<file path="config.mk">
export PLATFORM = sky130hd
export DESIGN_NAME = debug_dm_regs
export DESIGN_NICKNAME = d
export VERILOG_FILES = /design/src/rtl/debug_dm_regs.sv
export SDC_FILE = /design/constraint.sdc
export NUM_CORES = 1
export LEC_CHECK = 0
export ABC_AREA = 1
export CAP_MARGIN = 20
export CORE_MARGIN = 1
export CORE_UTILIZATION = 30
export CTS_BUF_LIST = sky130_fd_sc_hd__clkbuf_8
export CTS_CLUSTER_SIZE = 14
export DETAILED_ROUTE_END_ITERATION = 16
export PLACE_DENSITY = 0.66
export SLEW_MARGIN = 20
export SYNTH_ARGS = -nofsm -noshare
export SYNTH_HDL_FRONTEND = slang
export SYNTH_SLANG_ARGS = --single-unit
</file>
<file path="constraint.sdc">
create_clock -name clk -period 1.4 [get_ports clk]
set_input_delay 0.35 -clock clk [delete_from_list [all_inputs] [get_ports clk]]
set_output_delay 0.35 -clock clk [all_outputs]
set_load 0.01 [all_outputs]
</file>
<file path="src/rtl/debug_dm_regs.sv">
// Debug-module register file behind a DMI request/response port.
// Holds dmcontrol, dmstatus, abstractcs, command, sbcs and data0.. for one hart.
module debug_dm_regs #(
  parameter int DATACOUNT = 1,
  parameter int VERSION   = 3
) (
  input  logic        clk,
  input  logic        rst_n,
  // DMI request
  input  logic        dmi_req_valid,
  output logic        dmi_req_ready,
  input  logic [6:0]  dmi_req_addr,
  input  logic [31:0] dmi_req_data,
  input  logic [1:0]  dmi_req_op,
  // DMI response
  output logic        dmi_rsp_valid,
  input  logic        dmi_rsp_ready,
  output logic [31:0] dmi_rsp_data,
  output logic [1:0]  dmi_rsp_op,
  // hart
  input  logic        hart_halted,
  input  logic        hart_running,
  input  logic        hart_resumeack,
  output logic        hart_haltreq,
  output logic        hart_resumereq,
  output logic        dmactive,
  // abstract engine
  output logic        cmd_valid,
  output logic [31:0] cmd,
  input  logic        cmd_busy,
  input  logic        cmd_done,
  input  logic [2:0]  cmd_err,
  input  logic        data_we,
  input  logic [3:0]  data_idx,
  input  logic [31:0] data_wdata
);

  localparam logic [6:0] A_DATA0      = 7'h04;
  localparam logic [6:0] A_DMCONTROL  = 7'h10;
  localparam logic [6:0] A_DMSTATUS   = 7'h11;
  localparam logic [6:0] A_ABSTRACTCS = 7'h16;
  localparam logic [6:0] A_COMMAND    = 7'h17;
  localparam logic [6:0] A_SBCS       = 7'h38;

  localparam logic [1:0] OP_READ  = 2'd1;
  localparam logic [1:0] OP_WRITE = 2'd2;
  localparam logic [1:0] OP_RSVD  = 2'd3;
  localparam logic [1:0] RSP_OK   = 2'd0;
  localparam logic [1:0] RSP_FAIL = 2'd2;

  typedef enum logic {S_IDLE, S_RESP} state_e;
  state_e state_q, state_d;

  logic                       dmactive_q, haltreq_q, resumereq_q, resumeack_q, cmd_valid_q;
  logic [2:0]                 cmderr_q;
  logic [31:0]                cmd_q, rsp_data_q;
  logic [1:0]                 rsp_op_q;
  logic [DATACOUNT-1:0][31:0] data_q;

  logic        req_fire, wr_en, rd_en, busy, hold;
  logic        dmctl_wr, dm_clear, acs_wr, cmd_wr, is_data, data_acc;
  logic [6:0]  data_off;
  logic [31:0] data_rd, rd_data, rsp_data_d;
  logic [31:0] dmstatus_v, abstractcs_v, dmcontrol_v;
  logic [1:0]  rsp_op_d;

  // ---------------------------------------------------------------- FSM
  always_ff @(posedge clk or negedge rst_n) begin
    if (!rst_n) state_q <= S_IDLE;
    else        state_q <= state_d;
  end

  always_comb begin
    state_d = state_q;
    case (state_q)
      S_IDLE:  if (dmi_req_valid) state_d = S_RESP;
      S_RESP:  if (dmi_rsp_ready) state_d = S_IDLE;
      default: state_d = S_IDLE;
    endcase
  end

  assign dmi_req_ready = (state_q == S_IDLE);
  assign dmi_rsp_valid = (state_q == S_RESP);

  // ---------------------------------------------------------------- decode
  assign req_fire = dmi_req_valid && (state_q == S_IDLE);
  assign wr_en    = req_fire && (dmi_req_op == OP_WRITE);
  assign rd_en    = req_fire && (dmi_req_op == OP_READ);
  assign busy     = cmd_busy || cmd_valid_q;

  assign data_off = dmi_req_addr - A_DATA0;
  assign is_data  = (dmi_req_addr >= A_DATA0) && (data_off < 7'(DATACOUNT));
  assign data_acc = (wr_en || rd_en) && is_data;

  assign dmctl_wr = wr_en && (dmi_req_addr == A_DMCONTROL);
  assign acs_wr   = wr_en && (dmi_req_addr == A_ABSTRACTCS);
  assign cmd_wr   = wr_en && (dmi_req_addr == A_COMMAND);
  // Deactivation clears this cycle; inactivity keeps everything pinned after.
  assign dm_clear = dmctl_wr && !dmi_req_data[0];
  assign hold     = !dmactive_q || dm_clear;

  // ---------------------------------------------------------------- read mux
  always_comb begin
    data_rd = '0;
    for (int j = 0; j < DATACOUNT; j++)
      if (data_off == 7'(j)) data_rd = data_q[j];
  end

  always_comb begin
    dmstatus_v        = '0;
    dmstatus_v[3:0]   = 4'(VERSION);
    dmstatus_v[7]     = 1'b1;
    dmstatus_v[9:8]   = {2{hart_halted}};
    dmstatus_v[11:10] = {2{hart_running}};
    dmstatus_v[17:16] = {2{resumeack_q}};
  end

  always_comb begin
    abstractcs_v       = '0;
    abstractcs_v[3:0]  = 4'(DATACOUNT);
    abstractcs_v[10:8] = cmderr_q;
    abstractcs_v[12]   = busy;
  end

  assign dmcontrol_v = {haltreq_q, 30'b0, dmactive_q};

  always_comb begin
    rd_data = '0;
    if (is_data) rd_data = data_rd;
    else begin
      case (dmi_req_addr)
        A_DMCONTROL:  rd_data = dmcontrol_v;
        A_DMSTATUS:   rd_data = dmstatus_v;
        A_ABSTRACTCS: rd_data = abstractcs_v;
        A_SBCS:       rd_data = {3'd1, 29'b0};
        default:      rd_data = '0;
      endcase
    end
  end

  always_comb begin
    rsp_op_d   = RSP_OK;
    rsp_data_d = '0;
    if (dmi_req_op == OP_RSVD) rsp_op_d = RSP_FAIL;
    else if (dmi_req_op == OP_READ) rsp_data_d = rd_data;
  end

  always_ff @(posedge clk or negedge rst_n) begin
    if (!rst_n) begin
      rsp_data_q <= '0;
      rsp_op_q   <= RSP_OK;
    end else if (req_fire) begin
      rsp_data_q <= rsp_data_d;
      rsp_op_q   <= rsp_op_d;
    end
  end

  assign dmi_rsp_data = rsp_data_q;
  assign dmi_rsp_op   = rsp_op_q;

  // ---------------------------------------------------------------- control state
  always_ff @(posedge clk or negedge rst_n) begin
    if (!rst_n) begin
      dmactive_q  <= 1'b0;
      haltreq_q   <= 1'b0;
      resumereq_q <= 1'b0;
      resumeack_q <= 1'b0;
      cmd_valid_q <= 1'b0;
      cmderr_q    <= '0;
      cmd_q       <= '0;
    end else begin
      cmd_valid_q <= 1'b0;
      if (dmctl_wr) begin
        dmactive_q <= dmi_req_data[0];
        haltreq_q  <= dmi_req_data[31] && dmi_req_data[0];
      end
      if (hold) begin
        resumereq_q <= 1'b0;
        resumeack_q <= 1'b0;
        cmderr_q    <= '0;
        cmd_q       <= '0;
      end else begin
        if (resumereq_q && hart_resumeack) begin
          resumereq_q <= 1'b0;
          resumeack_q <= 1'b1;
        end
        if (dmctl_wr && dmi_req_data[30] && !dmi_req_data[31]) begin
          resumereq_q <= 1'b1;
          resumeack_q <= 1'b0;
        end
        if (acs_wr) cmderr_q <= cmderr_q & ~dmi_req_data[10:8];
        if (cmd_wr) begin
          if (busy) begin
            if (cmderr_q == 3'd0) cmderr_q <= 3'd1;
          end else if (cmderr_q == 3'd0) begin
            cmd_q       <= dmi_req_data;
            cmd_valid_q <= 1'b1;
          end
        end
        if (data_acc && busy && cmderr_q == 3'd0) cmderr_q <= 3'd1;
        // Engine error is last so it beats a same-cycle W1C.
        if (cmd_done && cmd_err != 3'd0 && cmderr_q == 3'd0) cmderr_q <= cmd_err;
      end
    end
  end

  // ---------------------------------------------------------------- data registers
  always_ff @(posedge clk or negedge rst_n) begin
    if (!rst_n) data_q <= '0;
    else begin
      for (int j = 0; j < DATACOUNT; j++) begin
        if (hold)
          data_q[j] <= '0;
        else if (data_we && data_idx == 4'(j))
          data_q[j] <= data_wdata;
        else if (wr_en && is_data && !busy && data_off == 7'(j))
          data_q[j] <= dmi_req_data;
      end
    end
  end

  assign hart_haltreq   = haltreq_q && dmactive_q;
  assign hart_resumereq = resumereq_q;
  assign dmactive       = dmactive_q;
  assign cmd_valid      = cmd_valid_q;
  assign cmd            = cmd_q;

endmodule

</file>
==> flow_metrics.env <==
export IMPL_comb_power_share_pct=14.9
export IMPL_dpl_cell_count=1100
export IMPL_ioPinCount=162
export IMPL_groute_usage_overall_pct=19.6
export IMPL_crit_path_start_kind="flip-flop"
export IMPL_post_layout_total_power_mw=5.76
export IMPL_yosys_register_bits=106
export IMPL_crit_path_end_kind="flip-flop"
export IMPL_antenna_found_initial=0
export IMPL_synth_avg_cell_area_um2=7.60
export IMPL_failed_checks="setup timing"
export IMPL_critical_path_max_fanout=8
export IMPL_max_clock_freq_ghz=0.621
export IMPL_grt_start_max_net_pins=76
export IMPL_netlist_cell_type_count=30
export IMPL_grt_overflow_total=0
export IMPL_final_fill_count=1607
export IMPL_fp_coreArea_um2=17200
export IMPL_yosysWarningCount=0
export IMPL_number_of_endpoints_with_negative_hold_slack_in_the_final_report=0
export IMPL_worstHoldStart="dmi_req_op[0]"
export IMPL_route_vias_total=5453
export IMPL_fin_worst_skew_ns=0.0141
export IMPL_antenna_diode_count=0
export IMPL_drc_errors_left=0
export IMPL_layout_min_cycle_time_ns=1.61
export IMPL_cellInternalPower_mw=4.20
export IMPL_timing_critical_path_required_ns=1.73
export IMPL_drt_first_iter_violations=318
export IMPL_finalWirelength_um=17900
export IMPL_clock_sink_count=106
export IMPL_cts_made_buffers=9
export IMPL_hpwlAfterDp_um=12100
export IMPL_post_synthesis_instance_total=694
export IMPL_rows=48
export IMPL_via_per_inst=4.64
export IMPL_post_layout_nonfiller_instances=1175
export IMPL_htree_num_levels=3
export IMPL_die_area_um2=18100
export IMPL_vdd_ir_drop_max_mv=0.416
export IMPL_area_growth_syn_to_layout_pct=64.0
export IMPL_layout_cells_most_common_list="298 x sky130_fd_sc_hd__nand2_1, 106 x sky130_fd_sc_hd__dfrtp_1, 78 x sky130_fd_sc_hd__clkdlybuf4s50_1"
export IMPL_chipHeight_um=135
export IMPL_setup_worst_path_start="cmd_valid$_DFF_PN0_"
export IMPL_cts_root_buffer_cell="sky130_fd_sc_hd__clkbuf_8"
export IMPL_number_of_global_route_vias_before_repair=5286
export IMPL_io_buffer_count=160
export IMPL_layout_nets=1039
export IMPL_slew_viol_final=0
export IMPL_max_cap_violations=0
export IMPL_power_net_switching_mw=1.56
export IMPL_fp_dieW_um=135
export IMPL_setup_worst_path_class="reg -> reg"
export IMPL_status="finished, violations left"
export IMPL_clk_transition_reported_paths_ns=0.11
export IMPL_syn_nets=788
export IMPL_share_of_power_burned_in_the_clock_network_pct=31.3
export IMPL_rsz0062_at_grt="true"
export IMPL_clock_insertion_delay_worst_skew_ns=0.38
export IMPL_global_route_wire_length_before_repair_um=27500
export IMPL_final_antenna_net_count=0
export IMPL_mostFrequentLayoutCell="sky130_fd_sc_hd__nand2_1"
export IMPL_sequentialPowerShare_pct=53.8
export IMPL_cellLeakagePower_nw=4.44
export IMPL_initial_core_util_pct=30.6
export IMPL_cts_tree="done"
export IMPL_hp_class="in -> reg"
export IMPL_rr_startpoint="cmd_valid$_DFF_PN0_"
export IMPL_setup_viol=79
export IMPL_drt_pass1_iter_count=4
export IMPL_ys_seq_area_share_pct=50.3
export IMPL_layout_setup_ws_ns=-0.210
export IMPL_post_dr_wirelength_cell_um=15.2
export IMPL_power_per_cell_area_nw_per_um2=665
export IMPL_share_of_post_route_cells_with_drive_strength_above_1_pct=31.2
export IMPL_regArea_um2=2650
export IMPL_worst_endpoint_arrival_ns=1.94
export IMPL_clock_tree_buffer_depth=2
export IMPL_synthesis_area_um2=5280
export IMPL_final_core_util_pct=50.2
export IMPL_power_switching_share_pct=27.1
export IMPL_period_share_pct=115
export IMPL_rd_place_congestion=0.865
export IMPL_multi_input_area_um2=2710
==> power groups by stage <==
| stage | combinational (mW) | sequential, mW | clock, mW |
|---|---|---|---|
| final | 0.856 | 3.10 | 1.80 |
| after global routing | 0.934 | 3.10 | 1.95 |
| after CTS | 0.816 | 3.10 | 1.85 |
| after detailed placement | 0.751 | 3.16 | 0 |
| after global placement | 0.745 | 3.16 | 0 |
| after floorplan | 0.230 | 3.16 | 0 |
==> through the flow <==
step                      TNS (ns)  instance area (um^2)  hold WS, ns  worst slack (ns)
after floorplan             -10.65                  5400       0.0544            -0.165
after detailed placement    -87.97                  7570        0.418            -0.891
after global placement      -85.53                  7570        0.417            -0.872
after global routing        -18.26                  8650        0.431            -0.282
after CTS                   -10.25                  8440        0.383            -0.199
final                       -12.40                  8650        0.395            -0.210
==> state kept, by name (all words and copies together), names as in the netlist <==
register	cells
resumeack_q	1
data_q	32
cmd_valid	1
haltreq_q	1
hart_resumereq	1
dmi_rsp_valid	1
cmd	32
dmi_rsp_op	1
cmderr_q	3
dmi_rsp_data	32
dmactive	1
==> critical path, cell delays in order, from the launching register on <==
cell	delay, ns
sky130_fd_sc_hd__dfrtp_1	0.41
sky130_fd_sc_hd__nor2_2	0.14
sky130_fd_sc_hd__nor3b_4	0.26
sky130_fd_sc_hd__nand3_4	0.12
sky130_fd_sc_hd__nor2_4	0.12
sky130_fd_sc_hd__buf_6	0.14
sky130_fd_sc_hd__buf_12	0.11
sky130_fd_sc_hd__buf_12	0.12
sky130_fd_sc_hd__nand2_1	0.06
sky130_fd_sc_hd__nand2_1	0.05
==> worst paths after layout <==
check	end	slack (ns)	cells past startpoint
worst max-delay path	cmd[23]$_DFFE_PN0P_	-0.21	9
worst max register to register	cmd[23]$_DFFE_PN0P_	-0.21	9
min in group asynchronous	dmi_rsp_data[24]$_DFFE_PN0P_	0.53	3
worst min register to register	cmd[18]$_DFFE_PN0P_	0.48	2
max in group asynchronous	data_q[3]$_DFFE_PN0P_	0.54	3
worst min-delay path	dmi_rsp_op[1]$_DFFE_PN0P_	0.40	3
==> timing repair <==
action / CTS / global route
pin swaps: 24 / 35
resized for setup: 268 / 134
buffers inserted: 41 / 13
hold endpoints to repair: 20 / 0
gates cloned: 5 / 5
endpoints found under the setup margin: 175 / 146
hold buffers: 1 / 0
==> synth_stat cells <==
master                     instances  area share, %
sky130_fd_sc_hd__nor3_1            2           0.19
sky130_fd_sc_hd__a21oi_1          35            3.3
sky130_fd_sc_hd__nand2_4           1           0.21
sky130_fd_sc_hd__inv_1            27            1.9
sky130_fd_sc_hd__nor2_1           18            1.3
sky130_fd_sc_hd__nor3b_1           1           0.14
sky130_fd_sc_hd__nand2_1         348             25
sky130_fd_sc_hd__nand3b_1          1           0.14
sky130_fd_sc_hd__nor2_4            4           0.85
sky130_fd_sc_hd__buf_6             7            1.5
sky130_fd_sc_hd__nand4_4           1           0.40
sky130_fd_sc_hd__buf_4             9            1.3
sky130_fd_sc_hd__dfrtp_1         106             50
sky130_fd_sc_hd__clkbuf_1          9           0.64
sky130_fd_sc_hd__nor2_2            2           0.24
sky130_fd_sc_hd__nand3_1          60            5.7
sky130_fd_sc_hd__inv_2             2           0.14
sky130_fd_sc_hd__nand3b_2          1           0.21
sky130_fd_sc_hd__o211ai_1          1           0.14
sky130_fd_sc_hd__o22ai_1           1           0.12
sky130_fd_sc_hd__o21ai_0          34            3.2
sky130_fd_sc_hd__nand4_1           2           0.24
sky130_fd_sc_hd__nand3_2           1           0.19
sky130_fd_sc_hd__nor3_2            1           0.19
sky130_fd_sc_hd__nand2_2           1           0.12
sky130_fd_sc_hd__ha_1              4           0.95
sky130_fd_sc_hd__conb_1            1          0.071
sky130_fd_sc_hd__nor3b_4           1           0.36
sky130_fd_sc_hd__buf_1             1          0.071
sky130_fd_sc_hd__buf_2            12            1.1
==> layout make-up <==
| type | count | area share [%] |
|---|---|---|
| inverter | 29 | 1.63 |
| sequential | 106 | 30.7 |
| clock buffer | 9 | 1.43 |
| multi-input combinational | 522 | 31.3 |
| clock inverter | 7 | 0.622 |
| tap | 225 | 3.25 |
| timing repair buffer | 277 | 31.1 |
==> cells by family after synthesis <==
group,after synthesis,share of synthesized area [%]
AO/OA/AOI/OAI,71,6.81
adder cells (fa/ha/maj),4,0.949
buffers and inverters,67,6.69
flip-flops,106,50.3
other,1,0.0711
AND/OR/NAND/NOR,445,35.2
==> layer usage <==
metal  track usage (%)  share of wire, %  vias to the layer above
li1                  -                 -                     2689
met2              30.8                48                      162
met4              7.43               2.4                        0
met3              3.53               5.4                       27
met5                 0                 0                        -
met1              26.8                45                     2575
Power figures use the tool's default switching activity.
